$ cat config.mk
export PLATFORM = sky130hd
export DESIGN_NAME = regfile_sb_flat
export DESIGN_NICKNAME = d
export VERILOG_FILES = /design/src/rtl/regfile_pkg.sv /design/src/rtl/regfile_sb_if.sv /design/src/rtl/regfile_sb_scoreboard.sv /design/src/rtl/regfile_sb.sv /design/src/flat_wrapper.sv
export SDC_FILE = /design/constraint.sdc
export NUM_CORES = 2
export LEC_CHECK = 0
export BUFFER_PORTS_ARGS = -buffer_cell sky130_fd_sc_hd__buf_2
export CORE_MARGIN = 5
export CORE_UTILIZATION = 25
export CTS_BUF_LIST = sky130_fd_sc_hd__clkbuf_8
export CTS_CLUSTER_DIAMETER = 100
export DETAILED_ROUTE_END_ITERATION = 10
export GPL_ROUTABILITY_DRIVEN = 0
export GPL_TIMING_DRIVEN = 0
export SETUP_SLACK_MARGIN = 0.1
export SYNTH_ARGS = -nofsm -noshare
export SYNTH_HDL_FRONTEND = slang
export SYNTH_SLANG_ARGS = --single-unit
export TNS_END_PERCENT = 10
$ cat constraint.sdc
create_clock -name clk -period 6.8 [get_ports clk]
set_input_delay 1.36 -clock clk [delete_from_list [all_inputs] [get_ports clk]]
set_output_delay 1.36 -clock clk [all_outputs]
set_load 0.03 [all_outputs]
$ cat src/rtl/regfile_pkg.sv
// regfile_pkg: shared types and defaults for the scoreboarded register file.
// Latency: n/a (types only).
// Backpressure: n/a.
package regfile_pkg;

    localparam int RF_DEF_DATA_W = 32;
    localparam int RF_DEF_DEPTH  = 32;

    // Sweep-clear engine states
    typedef enum logic [0:0] {
        RF_IDLE  = 1'b0,
        RF_CLEAR = 1'b1
    } rf_state_t;

    // Read response at the default register width. Modules built with a
    // non-default DATA_W declare an equivalent struct at their own width.
    typedef struct packed {
        logic [RF_DEF_DATA_W-1:0] data;
        logic                     busy;
    } rd_resp_t;

endpackage

$ cat src/rtl/regfile_sb_if.sv
// regfile_sb_if: request/response bundle for the scoreboarded register file.
// Latency: n/a (wiring only).
// Backpressure: none; the master owns en, the slave never stalls.
interface regfile_sb_if #(
    parameter int DATA_W = regfile_pkg::RF_DEF_DATA_W,
    parameter int DEPTH  = regfile_pkg::RF_DEF_DEPTH
) ();
    localparam int ADDR_W = $clog2(DEPTH);

    logic              en;
    logic              rd_req;
    logic [ADDR_W-1:0] rs1;
    logic [ADDR_W-1:0] rs2;
    logic [DATA_W-1:0] rdata1;
    logic [DATA_W-1:0] rdata2;
    logic              rbusy1;
    logic              rbusy2;
    logic              rvalid;
    logic              wr_en;
    logic [ADDR_W-1:0] wr_addr;
    logic [DATA_W-1:0] wr_data;
    logic              alloc_en;
    logic [ADDR_W-1:0] alloc_addr;
    logic              clr_req;
    logic              clr_busy;

    modport master (
        output en, rd_req, rs1, rs2, wr_en, wr_addr, wr_data,
               alloc_en, alloc_addr, clr_req,
        input  rdata1, rdata2, rbusy1, rbusy2, rvalid, clr_busy
    );

    modport slave (
        input  en, rd_req, rs1, rs2, wr_en, wr_addr, wr_data,
               alloc_en, alloc_addr, clr_req,
        output rdata1, rdata2, rbusy1, rbusy2, rvalid, clr_busy
    );

endinterface

$ cat src/rtl/regfile_sb_scoreboard.sv
// regfile_sb_scoreboard: per-register busy bits with sweep > set > clear priority, two bypassed read taps.
// Latency: taps are combinational; bit updates land on the next clock.
// Backpressure: none; strobes arrive already qualified by enable and FSM state.
module regfile_sb_scoreboard
    import regfile_pkg::*;
#(
    parameter int DEPTH = RF_DEF_DEPTH
) (
    input  logic                     clk,
    input  logic                     reset,
    input  logic                     set_en,
    input  logic [$clog2(DEPTH)-1:0] set_addr,
    input  logic                     clr_en,
    input  logic [$clog2(DEPTH)-1:0] clr_addr,
    input  logic                     sweep_en,
    input  logic [$clog2(DEPTH)-1:0] sweep_addr,
    input  logic [$clog2(DEPTH)-1:0] rs1,
    input  logic [$clog2(DEPTH)-1:0] rs2,
    output logic                     tap1,
    output logic                     tap2
);
    logic [DEPTH-1:0] busy;

    // Busy vector: a completing write clears, a new producer sets (and wins
    // over a same-cycle write), the sweep clears one bit per cycle.
    always_ff @(posedge clk) begin
        if (reset) begin
            busy <= '0;
        end else if (sweep_en) begin
            busy[sweep_addr] <= 1'b0;
        end else begin
            if (clr_en) busy[clr_addr] <= 1'b0;
            if (set_en) busy[set_addr] <= 1'b1;
        end
    end

    // Read taps: a same-cycle write to the tapped register reports not-busy,
    // unless a same-cycle alloc to that register reissues it.
    always_comb begin
        tap1 = busy[rs1];
        tap2 = busy[rs2];
        if (clr_en && clr_addr == rs1) tap1 = set_en && (set_addr == rs1);
        if (clr_en && clr_addr == rs2) tap2 = set_en && (set_addr == rs2);
    end

endmodule

$ cat src/rtl/regfile_sb.sv
// regfile_sb: DEPTH x DATA_W register file, 2 registered read ports, 1 write port, busy scoreboard, sweep-clear.
// Latency: reads return one enabled cycle after rd_req; a sweep takes exactly DEPTH enabled cycles.
// Backpressure: none; en low freezes all state, requests during a sweep are dropped.
// Optional: define REGFILE_ZERO_REG_EN to hardwire register 0 to zero.
module regfile_sb
    import regfile_pkg::*;
#(
    parameter int DATA_W = RF_DEF_DATA_W,
    parameter int DEPTH  = RF_DEF_DEPTH
) (
    input  logic        clk,
    input  logic        reset,
    regfile_sb_if.slave bus
);
    localparam int                ADDR_W    = $clog2(DEPTH);
    localparam logic [ADDR_W-1:0] LAST_ADDR = ADDR_W'(DEPTH - 1);

    typedef struct packed {
        logic [DATA_W-1:0] data;
        logic              busy;
    } resp_t;

    logic [DATA_W-1:0] rf [DEPTH];
    rf_state_t         state;
    logic [ADDR_W-1:0] cnt;
    logic              clr_busy_q;
    logic              rvalid_q;
    resp_t             resp1_q;
    resp_t             resp2_q;
    resp_t             resp1_d;
    resp_t             resp2_d;

    logic idle;
    logic wr_ok;
    logic alloc_ok;
    logic wr_go;
    logic alloc_go;
    logic rd_go;
    logic sweep_go;
    logic busy1;
    logic busy2;

`ifdef REGFILE_ZERO_REG_EN
    // Register 0 is constant: writes and allocs to it never take effect,
    // so rf[0] and its busy bit stay zero from reset onward.
    assign wr_ok    = (bus.wr_addr != '0);
    assign alloc_ok = (bus.alloc_addr != '0);
`else
    assign wr_ok    = 1'b1;
    assign alloc_ok = 1'b1;
`endif

    assign idle     = (state == RF_IDLE);
    assign wr_go    = bus.en && idle && bus.wr_en && wr_ok;
    assign alloc_go = bus.en && idle && bus.alloc_en && alloc_ok;
    assign rd_go    = idle && bus.rd_req;
    assign sweep_go = bus.en && (state == RF_CLEAR);

    regfile_sb_scoreboard #(
        .DEPTH (DEPTH)
    ) u_scoreboard (
        .clk        (clk),
        .reset      (reset),
        .set_en     (alloc_go),
        .set_addr   (bus.alloc_addr),
        .clr_en     (wr_go),
        .clr_addr   (bus.wr_addr),
        .sweep_en   (sweep_go),
        .sweep_addr (cnt),
        .rs1        (bus.rs1),
        .rs2        (bus.rs2),
        .tap1       (busy1),
        .tap2       (busy2)
    );

    // Next read response: array contents with write-to-read data bypass.
    always_comb begin
        resp1_d.data = rf[bus.rs1];
        resp1_d.busy = busy1;
        resp2_d.data = rf[bus.rs2];
        resp2_d.busy = busy2;
        if (wr_go && bus.wr_addr == bus.rs1) resp1_d.data = bus.wr_data;
        if (wr_go && bus.wr_addr == bus.rs2) resp2_d.data = bus.wr_data;
`ifdef REGFILE_ZERO_REG_EN
        if (bus.rs1 == '0) resp1_d = '0;
        if (bus.rs2 == '0) resp2_d = '0;
`endif
    end

    // Data array: the sweep owns the write port while clearing.
    always_ff @(posedge clk) begin
        if (reset) begin
            for (int i = 0; i < DEPTH; i++) rf[i] <= '0;
        end else if (sweep_go) begin
            rf[cnt] <= '0;
        end else if (wr_go) begin
            rf[bus.wr_addr] <= bus.wr_data;
        end
    end

    // Sweep FSM: one register per enabled cycle, ends on the last index.
    always_ff @(posedge clk) begin
        if (reset) begin
            state      <= RF_IDLE;
            cnt        <= '0;
            clr_busy_q <= 1'b0;
        end else if (bus.en) begin
            case (state)
                RF_IDLE: begin
                    if (bus.clr_req) begin
                        state      <= RF_CLEAR;
                        cnt        <= '0;
                        clr_busy_q <= 1'b1;
                    end
                end
                RF_CLEAR: begin
                    if (cnt == LAST_ADDR) begin
                        state      <= RF_IDLE;
                        cnt        <= '0;
                        clr_busy_q <= 1'b0;
                    end else begin
                        cnt <= cnt + ADDR_W'(1);
                    end
                end
            endcase
        end
    end

    // Read port registers: rvalid pulses per accepted read, data holds otherwise.
    always_ff @(posedge clk) begin
        if (reset) begin
            resp1_q  <= '0;
            resp2_q  <= '0;
            rvalid_q <= 1'b0;
        end else if (bus.en) begin
            rvalid_q <= rd_go;
            if (rd_go) begin
                resp1_q <= resp1_d;
                resp2_q <= resp2_d;
            end
        end
    end

    assign bus.rdata1   = resp1_q.data;
    assign bus.rbusy1   = resp1_q.busy;
    assign bus.rdata2   = resp2_q.data;
    assign bus.rbusy2   = resp2_q.busy;
    assign bus.rvalid   = rvalid_q;
    assign bus.clr_busy = clr_busy_q;

endmodule
$ cat src/flat_wrapper.sv
// flat-port wrapper written by rule: the top's interface ports become plain ports
module regfile_sb_flat import regfile_pkg::*;
#(
    parameter int DATA_W = RF_DEF_DATA_W,
    parameter int DEPTH  = RF_DEF_DEPTH
)
  (clk, reset, bus_en, bus_rd_req, bus_rs1, bus_rs2, bus_wr_en, bus_wr_addr, bus_wr_data, bus_alloc_en, bus_alloc_addr, bus_clr_req, bus_rdata1, bus_rdata2, bus_rbusy1, bus_rbusy2, bus_rvalid, bus_clr_busy);
  regfile_sb_if #(.DATA_W(DATA_W), .DEPTH(DEPTH)) bus_i ();
  input  logic clk;
  input  logic reset;
  input wire logic [$bits(bus_i.en)-1:0] bus_en;
  input wire logic [$bits(bus_i.rd_req)-1:0] bus_rd_req;
  input wire logic [$bits(bus_i.rs1)-1:0] bus_rs1;
  input wire logic [$bits(bus_i.rs2)-1:0] bus_rs2;
  input wire logic [$bits(bus_i.wr_en)-1:0] bus_wr_en;
  input wire logic [$bits(bus_i.wr_addr)-1:0] bus_wr_addr;
  input wire logic [$bits(bus_i.wr_data)-1:0] bus_wr_data;
  input wire logic [$bits(bus_i.alloc_en)-1:0] bus_alloc_en;
  input wire logic [$bits(bus_i.alloc_addr)-1:0] bus_alloc_addr;
  input wire logic [$bits(bus_i.clr_req)-1:0] bus_clr_req;
  output wire logic [$bits(bus_i.rdata1)-1:0] bus_rdata1;
  output wire logic [$bits(bus_i.rdata2)-1:0] bus_rdata2;
  output wire logic [$bits(bus_i.rbusy1)-1:0] bus_rbusy1;
  output wire logic [$bits(bus_i.rbusy2)-1:0] bus_rbusy2;
  output wire logic [$bits(bus_i.rvalid)-1:0] bus_rvalid;
  output wire logic [$bits(bus_i.clr_busy)-1:0] bus_clr_busy;
  assign bus_i.en = bus_en;
  assign bus_i.rd_req = bus_rd_req;
  assign bus_i.rs1 = bus_rs1;
  assign bus_i.rs2 = bus_rs2;
  assign bus_i.wr_en = bus_wr_en;
  assign bus_i.wr_addr = bus_wr_addr;
  assign bus_i.wr_data = bus_wr_data;
  assign bus_i.alloc_en = bus_alloc_en;
  assign bus_i.alloc_addr = bus_alloc_addr;
  assign bus_i.clr_req = bus_clr_req;
  assign bus_rdata1 = bus_i.rdata1;
  assign bus_rdata2 = bus_i.rdata2;
  assign bus_rbusy1 = bus_i.rbusy1;
  assign bus_rbusy2 = bus_i.rbusy2;
  assign bus_rvalid = bus_i.rvalid;
  assign bus_clr_busy = bus_i.clr_busy;
  regfile_sb #(.DATA_W(DATA_W), .DEPTH(DEPTH)) u_core (.clk(clk), .reset(reset), .bus(bus_i));
endmodule
* Yosys cells after proc, flatten, opt, wreduce, memory -nomap -nowiden
Memories as Yosys holds them, arrays and structs flattened. A register that Yosys moved wholly into a read port is not among the register bits.
Cells that the tools add are included.
** Word-level totals
- Logic and storage cells :: 88
- Latch bits :: 0
- Input bits :: 59
- Bits in registers :: 42
- Memory bits (read-only) :: 0
- Output and inout bits :: 68
- RAM bits :: 1024
- Memories kept :: 1
** Operators by class
- Shift operators :: 0
- Reduce and logical (&&, ||, !) cells :: 17
- Multiply operators :: 0
- Bitwise operators :: 6
- $add $sub $neg :: 1
- Eq/ne operators :: 7
- Multiplexer cells :: 41
- Div/mod/pow operators :: 0
- $lt $le $gt $ge :: 8
** Memory list
- u_core.rf :: words 32, width 32, rd ports 2, clocked after Yosys merged registers in 2, write ports 32, RTL line regfile_sb.sv:23 : logic [DATA_W-1:0] rf [DEPTH];
** Operators with widths (count)
- 2-to-1 mux 32 bit :: 7
- AND 32 bit :: 2
- inverter 32 bit :: 2
- OR reduction 32 bit :: 2
- OR 32 bit :: 1
- less-than comparator 5 x 6 -> 1 bit, second input constant :: 5
- 2-to-1 mux 1 bit :: 22
- == test 5 bit :: 4
- 2-to-1 mux 5 bit :: 4
- demux 1 bit (select 5 bit) :: 3
- greater-or-equal comparator 5 x 1 -> 1 bit, second input constant :: 3
- logical AND 1 bit :: 12
- binary-select mux 1 bit (select 5 bit) :: 2
- case mux 5 bit (2 select lines) :: 1
- adder 5 x 1 -> 5 bit, second input constant :: 1
- == test 5 bit, second input constant :: 1
- != test 2 bit, second input constant :: 2
- case mux 1 bit (2 select lines) :: 2
- AND reduction 2 bit :: 2
- AND reduction 3 bit :: 1
- inverter 1 bit :: 1

* Depth between registers and ports, before layout
- Depth in word-level cells :: 12
- Gate-level depth with buffers :: 9

* By module
Synthesis repeated with hierarchy kept, for this count alone.
** Second synthesis, totals
- Cells, all modules :: 4513
- Area total of the unflattened synthesis :: 58287.2 um^2
** Modules (own cells, without submodules)
- regfile_sb :: cells each 4238, times used 1, area each 55847.3 um^2, sequential area each 32230.9 um^2
- regfile_sb_scoreboard :: cells each 275, times used 1, area each 2439.8 um^2, sequential area each 640.6 um^2

* Worst setup path before layout
Ideal clock, no wire load.
- Path kind :: input to register
- Start :: input port reset
- End :: memory u_core.rf[20][0] in the netlist's numbering (enable)
- Library setup time :: 0.394 ns
- Setup slack :: 3.073 ns
- Data required time :: 6.406 ns
- Arrival time :: 3.333 ns
- Path buffers :: 2
- Stages :: 7
- Cell sequence :: and4bb_4 buf_6 mux2i_1 and3_1 buf_2 nand2_1 nand2b_1
** RTL lines
- start, declared :: RTL line flat_wrapper.sv:10 : input logic reset;
- end, declared :: RTL line regfile_sb.sv:23

==> key figures <==
Run status
  • Status: finished, violations left
  • Failing checks: capacitance limit

Power
  • Maximum VDD drop: 0.187 mV
  • Static Leakage: 20.9 nW
  • PD cells: 232 nW/µm²

Floorplanning
  • IO Count: 127
  • Die height: 489 µm
  • Die Width: 489 µm
  • Initial Util: 25.2%
  • FP Rows: 175
  • Core area: 228000 µm²
  • Die area: 239000 µm²

Timing
  • Worst Skew: 45.9 ps
  • Setup TNS: 0 ps
  • Worst-Margin Slew: 1480 ps
  • Final worst-path cycle share: 70.1%
  • Max-slew violation count: 0
  • Final Hold Vio Count: 0
  • Max-Slew Margin vs Limit: 0.608%
  • Final setup vio count: 0
  • RSZ-0062 raised after global routing: false
  • Fin crit period: 4770 ps
  • Worst hold slack: 465 ps
  • Fmax: 210 MHz

Finish
  • Layout net count: 4264
  • Number of fill cells: 23033
  • Layout cell share with drive strength beyond 1: 27.6%
  • Sequential cell area: 32900 µm²
  • Area overhead of the layout relative to synthesis: 14.0%
  • Multi-input gate area: 22700 µm²

Detailed routing
  • Drt first pass iters: 9
  • Antenna Nets Post-Route: 0
  • Vias per inst: 5.21
  • WL/cell: 27.1 µm
  • Initial DRC count: 5338
  • Via count: 38249
  • WL final: 199000 µm
  • DRC: 0

Synth
  • EDFF count, synth: 1024
  • #FFs+latches synth: 1130
  • Mapped Area: 57300 µm²
  • Ys async rst share: 0%
  • YS warnings: 0
  • Yosys cell types: 58
  • Register area share after synthesis: 57.3%
  • Mean Syn Cell Area: 14.7 µm²
  • Most used DFF post-synth: edfxtp_1
  • Synth Instances: 3897
  • Synthesized net count: 3961

CTS
  • Max Root-Sink Buffers: 3
  • Clock Root Buffer: clkbuf_8
  • Number of buffers created by CTS: 167
  • Clock-pin slew on the worst setup and hold paths: 70 ps
  • CTS Hold Buffers Added: 0
  • H-tree levels: 4
  • Post-CTS Setup Repair Bufs: 0
  • Sink Count: 1130
  • TritonCTS clock tree: built
  • Clock Latency Late Sink: 930 ps
  • Post-CTS Resized: 0

Worst setup path
  • Setup CP Type: primary input to flip-flop
  • Setup slack, reg-to-reg: 2690 ps
  • Worst Setup SP: bus_rs2[1]
  • Endpoint class of the critical path: flip-flop
  • Critical Path RT: 7570 ps
  • Critical Path Fanout Max: 11
  • CP Launch Type: primary input
  • Reg2reg start: u_core.state
  • Data arrival, critical path: 5540 ps

GRT
  • Congestion Overflow GR: 0
  • Initial antenna violation count: 7
  • Gr usage total: 16.2%
  • Met1 Use GR: 18.8%
  • Vias in the first global route: 38148
  • Global-route wire length before repair: 277000 µm
  • Grt peak-use layer: met2
  • Largest net degree at the start of global routing: 33
  • GRT met3 Usage: 2.91%
  • GR Util met2: 27.5%

Job
  • Max cap viols: 1

Place
  • PortBufs: 111
  • Post-DP HPWL: 154000 µm

Worst hold path
  • Min-Delay Path Class: flip-flop to flip-flop
  • Hold Startpoint: u_core.bus.rdata2[16]
sequential cells by signal, indices dropped and copies added, names as in the netlist:
| signal | flops |
|---|---|
| u_core.bus.clr_busy | 1 |
| u_core.state | 1 |
| u_core.bus.rdata2 | 32 |
| u_core.u_scoreboard.busy | 32 |
| u_core.bus.rbusy1 | 1 |
| u_core.bus.rbusy2 | 1 |
| u_core.rf | 1024 |
| u_core.cnt | 5 |
| u_core.bus.rvalid | 1 |
| u_core.bus.rdata1 | 32 |
kinds of logic (layout without fill, tap and decap cells):
| group | count (synthesis) | after routing | share of synthesized area [%] |
|---|---|---|---|
| muxes | 732 | 732 | 26.4 |
| AOI/OAI and AO/OA | 238 | 238 | 3.30 |
| adders and majority gates | 5 | 5 | 0.109 |
| and+or+nand+nor | 1344 | 1344 | 9.26 |
| buffers and inverters | 421 | 853 | 3.16 |
| xor gates and xnor gates | 27 | 27 | 0.413 |
| DFF | 1130 | 1130 | 57.3 |
| other | 0 | 6 | 0 |
per-stage QoR:
step / instances / setup WS, ps / instance area, µm² / util [%] / power, mW
2_1_floorplan: 3897 / 3070 / 57300 / - / 9.12
3_3_place_gp: 7017 / 1030 / 61600 / 27.1 / 9.79
3_5_place_dp: 7040 / 1210 / 62200 / 27.3 / 9.84
4_1_cts: 7338 / 2210 / 65300 / 28.7 / 15.2
5_1_grt: 7339 / 2180 / 65300 / 28.7 / 15.6
6_report: 7344 / 2030 / 65400 / 28.7 / 15.2
final timing paths:
path / to / cells past startpoint
worst max register to register: u_core.rf[2][18] / 6
worst min-delay path: u_core.bus.rdata2[16] / 2
worst max-delay path: u_core.bus.rdata2[4] / 7
worst min register to register: u_core.bus.rdata2[16] / 2
critical path, stage by stage:
cell and delay (ps):
clkbuf_1 460, buf_2 710, buf_1 1070, mux4_2 490, mux4_2 520, mux2i_1 690, o221ai_2 180
cells in the mapped netlist (6+ instances only):
| master | count | area [µm²] |
|---|---|---|
| a21oi_1 | 76 | 380 |
| and2_1 | 6 | 37.5 |
| and3_1 | 6 | 37.5 |
| buf_1 | 40 | 150 |
| buf_2 | 127 | 636 |
| buf_6 | 8 | 90.1 |
| clkbuf_1 | 232 | 871 |
| dfxtp_1 | 106 | 2120 |
| edfxtp_1 | 1024 | 30700 |
| inv_1 | 8 | 30.0 |
| mux2i_1 | 106 | 1060 |
| mux4_2 | 623 | 14000 |
| nand2_1 | 182 | 683 |
| nand2b_1 | 37 | 231 |
| nand3_1 | 14 | 70.1 |
| nor2_1 | 1058 | 3970 |
| nor2b_1 | 6 | 37.5 |
| nor3_1 | 8 | 40.0 |
| o21ai_0 | 7 | 35.0 |
| o221a_2 | 6 | 67.6 |
| o221ai_1 | 57 | 499 |
| o221ai_2 | 30 | 450 |
| o22ai_1 | 33 | 206 |
| xnor2_1 | 15 | 131 |
| xor2_1 | 12 | 105 |
power breakdown:
group / internal, mW / switching [mW] / total (mW) / leakage (nW)
clock: 2.61 / 2.84 / 5.44 / 1.79
combinational: 0.708 / 1.10 / 1.80 / 7.67
sequential: 7.79 / 0.138 / 7.93 / 11.4
total: 11.1 / 4.07 / 15.2 / 20.9
cells in the final DEF, fill, tap and decap left out, drive strengths merged, types with 3 or more instances in the layout:
cell         n
nor2      1058
edfxtp    1024
mux4       623
clkbuf     404
buf        313
nand2      183
mux2i      107
dfxtp      106
o221ai      87
a21oi       76
inv         66
clkinv      60
nand2b      37
o22ai       33
xnor2       15
nand3       14
xor2        12
o21ai        9
nor3         8
diode        6
and3         6
nor2b        6
and2         6
o221a        6
bufinv       6
nand4        5
or3          5
ha           5
a221oi       4
clkinvlp     4
nor4         4
a31oi        3
a22oi        3
nor3b        3
o21a         3
or2          3
metal layers:
layer | wire length (µm) | up-vias
li1 | - | 15662
met1 | 67700 | 19807
met2 | 97500 | 2306
met3 | 18600 | 472
met4 | 15100 | 2
met5 | 9 | -
cell type report:
cell class                 instances  area share [%]
antenna                            6          0.0230
buffer                           411            2.72
clock buffer                     172            3.62
clock inverter                   126            1.19
inverter                          10          0.0574
multi-input combinational       2346            34.8
sequential                      1130            50.3
tap                             3009            5.76
timing repair buffer             134            1.57
Power figures use the tool's default switching activity.
